[config.mk]
export PLATFORM = sky130hd
export DESIGN_NAME = chunked_add_sequencer
export DESIGN_NICKNAME = d
export VERILOG_FILES = /design/src/rtl/chunked_add_sequencer.sv
export SDC_FILE = /design/constraint.sdc
export NUM_CORES = 1
export LEC_CHECK = 0
export ABC_AREA = 1
export CORE_ASPECT_RATIO = 0.9
export CORE_MARGIN = 5
export CORE_UTILIZATION = 30
export CTS_CLUSTER_DIAMETER = 200
export CTS_CLUSTER_SIZE = 24
export DETAILED_ROUTE_END_ITERATION = 6
export HOLD_SLACK_MARGIN = 0.15
export PLACE_DENSITY_LB_ADDON = 0.08
export SLEW_MARGIN = 5
export SYNTH_ARGS = -nofsm -noshare
export SYNTH_HDL_FRONTEND = slang
export SYNTH_SLANG_ARGS = --single-unit
[constraint.sdc]
create_clock -name clk -period 3.3 [get_ports clk]
set_input_delay 0.495 -clock clk [delete_from_list [all_inputs] [get_ports clk]]
set_output_delay 0.495 -clock clk [all_outputs]
set_load 0.01 [all_outputs]
[src/rtl/chunked_add_sequencer.sv]
// Time-multiplexes one external CHUNK_WIDTH-bit combinational adder over wide operands,
// LSB chunk first, with the carry chained through a register between cycles.
module chunked_add_sequencer #(
  parameter int CHUNK_WIDTH = 8,
  parameter int NUM_CHUNKS  = 4,
  localparam int TOTAL_WIDTH = CHUNK_WIDTH * NUM_CHUNKS
) (
  input  logic                   clk,
  input  logic                   rst_n,
  input  logic                   in_valid,
  output logic                   in_ready,
  input  logic [TOTAL_WIDTH-1:0] in_a,
  input  logic [TOTAL_WIDTH-1:0] in_b,
  input  logic                   in_cin,
  output logic [CHUNK_WIDTH-1:0] add_a,
  output logic [CHUNK_WIDTH-1:0] add_b,
  output logic                   add_cin,
  input  logic [CHUNK_WIDTH-1:0] add_sum,
  input  logic                   add_cout,
  output logic                   out_valid,
  input  logic                   out_ready,
  output logic [TOTAL_WIDTH-1:0] out_sum,
  output logic                   out_cout,
  output logic                   busy
);

  localparam int IDX_W = (NUM_CHUNKS > 1) ? $clog2(NUM_CHUNKS) : 1;

  typedef enum logic [1:0] {
    IDLE = 2'd0,
    RUN  = 2'd1,
    DONE = 2'd2
  } state_t;

  // state is left as a plain named signal so checkers can bind to it directly.
  state_t                 state;
  state_t                 state_next;
  logic [IDX_W-1:0]       chunk_idx;
  logic                   carry_reg;
  logic [TOTAL_WIDTH-1:0] a_reg;
  logic [TOTAL_WIDTH-1:0] b_reg;
  logic                   last_chunk;

  assign last_chunk = (chunk_idx == IDX_W'(NUM_CHUNKS - 1));

  // Handshakes: a transfer happens on a rising edge where valid & ready are both 1.
  // in_ready is high only in IDLE; out_valid is high only in DONE and the result is
  // held unchanged until out_ready is seen, so a stalled consumer never loses data.
  always_ff @(posedge clk) begin
    if (!rst_n) begin
      state <= IDLE;
    end else begin
      state <= state_next;
    end
  end

  always_comb begin
    state_next = state;
    in_ready   = 1'b0;
    out_valid  = 1'b0;
    busy       = 1'b0;
    add_a      = '0;
    add_b      = '0;
    add_cin    = 1'b0;
    case (state)
      IDLE: begin
        in_ready = 1'b1;
        if (in_valid) state_next = RUN;
      end
      RUN: begin
        busy    = 1'b1;
        add_cin = carry_reg;
        for (int i = 0; i < NUM_CHUNKS; i++) begin
          if (chunk_idx == IDX_W'(i)) begin
            add_a = a_reg[i*CHUNK_WIDTH +: CHUNK_WIDTH];
            add_b = b_reg[i*CHUNK_WIDTH +: CHUNK_WIDTH];
          end
        end
        if (last_chunk) state_next = DONE;
      end
      DONE: begin
        busy      = 1'b1;
        out_valid = 1'b1;
        if (out_ready) state_next = IDLE;
      end
      default: state_next = IDLE;
    endcase
  end

  always_ff @(posedge clk) begin
    if (!rst_n) begin
      chunk_idx <= '0;
      carry_reg <= 1'b0;
      a_reg     <= '0;
      b_reg     <= '0;
      out_sum   <= '0;
      out_cout  <= 1'b0;
    end else begin
      case (state)
        IDLE: begin
          if (in_valid) begin
            a_reg     <= in_a;
            b_reg     <= in_b;
            carry_reg <= in_cin;
            chunk_idx <= '0;
          end
        end
        RUN: begin
          for (int i = 0; i < NUM_CHUNKS; i++) begin
            if (chunk_idx == IDX_W'(i)) begin
              out_sum[i*CHUNK_WIDTH +: CHUNK_WIDTH] <= add_sum;
            end
          end
          carry_reg <= add_cout;
          if (last_chunk) begin
            out_cout  <= add_cout;
            chunk_idx <= '0;
          end else begin
            chunk_idx <= chunk_idx + IDX_W'(1);
          end
        end
        default: ;
      endcase
    end
  end

endmodule

==> qor_table.md <==
| Item | This run |
|:---|:---|
| Worst hold path startpoint | a_reg[19] |
| Run status | finished clean |
| Count of max-cap constraint violations | 0 |
| Number of nets still failing antenna checks after routing | 0 |
| Cell chosen for the clock root | sky130_fd_sc_hd__clkbuf_16 |
| Final worst path period share | 89.9% |
| Nature of the critical path endpoint | output port |
| Final std cell area, no fill | 5970 sq um |
| Number of failing setup endpoints in the final timing report | 0 |
| Arrival time of the worst setup path | 2.47 ns |
| Number of cells on the worst hold path | 2 |
| Number of synthesized register bits | 102 |
| Total cell area at the placement stage | 5680 sq um |
| Average detailed-routed wire length per instance | 14.4 um |
| First-iteration detailed-routing DRC count | 209 |
| Number of antenna violations at the first check in global routing | 0 |
| Worst slew pin tran | 0.888 ns |
| Capture instance of the worst register-to-register path | out_sum[21] |
| Clock Skew | 0.00329 ns |
| Setup Crit Path Kind | reg2out |
| R2R cell count | 6 |
| Final setup TNS | 0 ns |
| Maximum number of pins on one net before global-route repair | 103 |
| Vias after detailed routing | 4068 |
| Post-layout minimum cycle time | 2.97 ns |
| Final nets | 793 |
| Total power after layout | 0.00440 W |
| Share of layout cells above drive strength 1 | 5.48% |
| Power density over cell area | 737 nW/um^2 |
| Effective utilization at floorplan | 30.6% |
| Timing-limited maximum frequency | 337 MHz |
| Clock input transition at the sequential cells of the worst setup and hold paths | 0.07 ns |
| Launch instance of the worst register-to-register path | chunk_idx[0] |
| Die ar. | 16800 sq um |
| Total CTS buffers | 9 |
| Sinks on the clock net | 102 |
| Clock tree from TritonCTS | done |
| Main area contributors after synthesis | sky130_fd_sc_hd__dfxtp_1 (48%), sky130_fd_sc_hd__nor2_1 (15%), sky130_fd_sc_hd__o21ai_0 (13%), sky130_fd_sc_hd__nand2_1 (6.7%), sky130_fd_sc_hd__a21oi_1 (4.4%) |
| Setup repair after global routing missed its margin | no |
| Die W | 136 um |
| Avg Cell Area, Syn | 7.17 sq um |
| Max FO, Critical Path | 33 |
| Via count of the first global-routing pass | 3925 |
| Warnings from Yosys | 0 |
| Headroom to the max-slew limit | 40.7% |
| RePlAce Congestion | 0.770 |
| Part of the Yosys area used for sequential elements | 47.6% |
| Number of top-level pins | 131 |
| Final hold viol count | 0 |
| Hold crit path type | reg2reg |
| Global-route wire length before repair | 20200 um |
| Post-Synthesis Cell Area | 4290 sq um |
| Final max-slew violation count | 0 |
| Number of buffers added on ports | 130 |
| Placeable core area | 14000 sq um |
| Clock buffer depth | 2 |
| Sum of routed wire length over all layers | 13000 um |
| Number of setup buffers added after CTS | 0 |
| Clock Latency Late Sink | 0.34 ns |
| Worst setup SP type | register |
| Cell taking the most area after synthesis | sky130_fd_sc_hd__dfxtp_1 |
| Hold Path End | a_reg[19] |
| Antenna diode count | 0 |
| Routed via count divided by cell count | 4.50 |
| Cells after Synth | 598 |
| Overflow left after global routing | 0 |
| Leakage dissipation | 2.35 nW |
| Share of the synthesized area in the top cell type | 47.6% |
| Row count | 41 |
| 1st-pass router iterations | 4 |
| Total global-route track usage | 15.4% |
| Post-synthesis net count | 683 |
| Cts repair resizes | 0 |
| CTS H-tree depth | 3 |
| Dpl hpwl | 9320 um |
| Hold Buf Count CTS | 0 |
| Worst IR drop on VDD | 0.000367 V |
| Area growth from synthesis to layout | 39.2% |
| Worst-case register-to-register setup slack | 1.41 ns |
| Count of unresolved DRC violations after routing | 0 |
| Req. time, crit path | 2.80 ns |
| Vertical extent of the die | 123 um |
| Unique cell type count in the Yosys netlist | 19 |
==> where the power goes <==
group          leakage (nW)  total [W]  switching, W  internal [W]
sequential            0.838    0.00167      0.000139       0.00153
combinational          1.37    0.00168       0.00100      0.000680
clock                 0.141    0.00105      0.000450      0.000602
==> cells in the mapped netlist <==
cell,n
sky130_fd_sc_hd__inv_1,31
sky130_fd_sc_hd__buf_4,3
sky130_fd_sc_hd__buf_2,11
sky130_fd_sc_hd__nand2_2,4
sky130_fd_sc_hd__o21ai_0,112
sky130_fd_sc_hd__nand4_1,1
sky130_fd_sc_hd__nor2_1,170
sky130_fd_sc_hd__inv_2,2
sky130_fd_sc_hd__dfxtp_1,102
sky130_fd_sc_hd__nand2_1,76
sky130_fd_sc_hd__a21boi_0,1
sky130_fd_sc_hd__a21oi_1,38
sky130_fd_sc_hd__nand3_1,2
sky130_fd_sc_hd__ha_1,7
sky130_fd_sc_hd__nand2_4,1
sky130_fd_sc_hd__o21ai_1,4
sky130_fd_sc_hd__clkbuf_1,19
sky130_fd_sc_hd__a21oi_2,10
sky130_fd_sc_hd__buf_6,4
==> critical path: stages, from the launching register on <==
cell and delay (ns):
sky130_fd_sc_hd__dfxtp_1 0.35, sky130_fd_sc_hd__inv_1 0.10, sky130_fd_sc_hd__ha_2 0.72, sky130_fd_sc_hd__a21oi_1 0.06, sky130_fd_sc_hd__o21ai_0 0.18, sky130_fd_sc_hd__nand2_1 0.10
sky130_fd_sc_hd__nand2_1 0.08, sky130_fd_sc_hd__clkdlybuf4s50_1 0.53
==> final cells by class <==
cell class,count,area (sq um)
Tap cell,193,241
Timing Repair Buffer,136,1340
Clock inverter,4,47.5
Multi-Input combinational cell,426,1930
Inverter,33,124
Sequential cell,102,2040
Clock buffer,11,243
Fill cell,1469,8030
==> layout by cell type (no fill, tap or decap), drive strengths merged <==
cell	n
a21boi	1
o21ai	116
nand3	2
clkbuf	11
dfxtp	102
nor2	170
clkinvlp	1
nand4	1
clkdlybuf4s50	129
clkinv	2
a21oi	48
bufinv	1
buf	7
nand2	81
inv	33
ha	7
==> metrics by stage <==
| step | hold slack [ns] | util, % | instances | setup slack [ns] |
|---|---|---|---|---|
| floorplan | 0.430 | - | 598 | 1.57 |
| global placement | 0.446 | 40.6 | 890 | 0.716 |
| detailed placement | 0.452 | 40.6 | 890 | 0.664 |
| CTS | 0.461 | 42.6 | 905 | 0.283 |
| global route | 0.490 | 42.6 | 905 | 0.161 |
| finish | 0.458 | 42.6 | 905 | 0.334 |
==> metal layers <==
layer	up-vias	GRT usage [%]	part of all wire, %
met5	-	0	0
met4	0	3.65	1.1
met3	13	3.54	4.9
met2	94	23.3	44
met1	1830	22.3	50
li1	2131	-	-
==> worst max path at each step <==
stage                      start        to  slack (ns)  cells after the start
floorplan           chunk_idx[0]  add_a[0]        1.57                      7
global placement    chunk_idx[0]  add_b[0]        0.72                      7
detailed placement  chunk_idx[0]  add_b[0]        0.66                      7
CTS                 chunk_idx[0]  add_b[0]        0.28                      7
global route        chunk_idx[0]  add_a[0]        0.16                      7
finish              chunk_idx[0]  add_b[0]        0.33                      7
==> cell families (layout without fill, tap and decap cells) <==
group | after synthesis | after routing | synth area share, %
simple gates | 254 | 254 | 22.8
compound gates | 165 | 165 | 20.2
flops | 102 | 102 | 47.6
buf+inv | 70 | 184 | 7.41
fa+ha+maj | 7 | 7 | 2.04
Note: power is estimated with default switching activity, not from simulation.
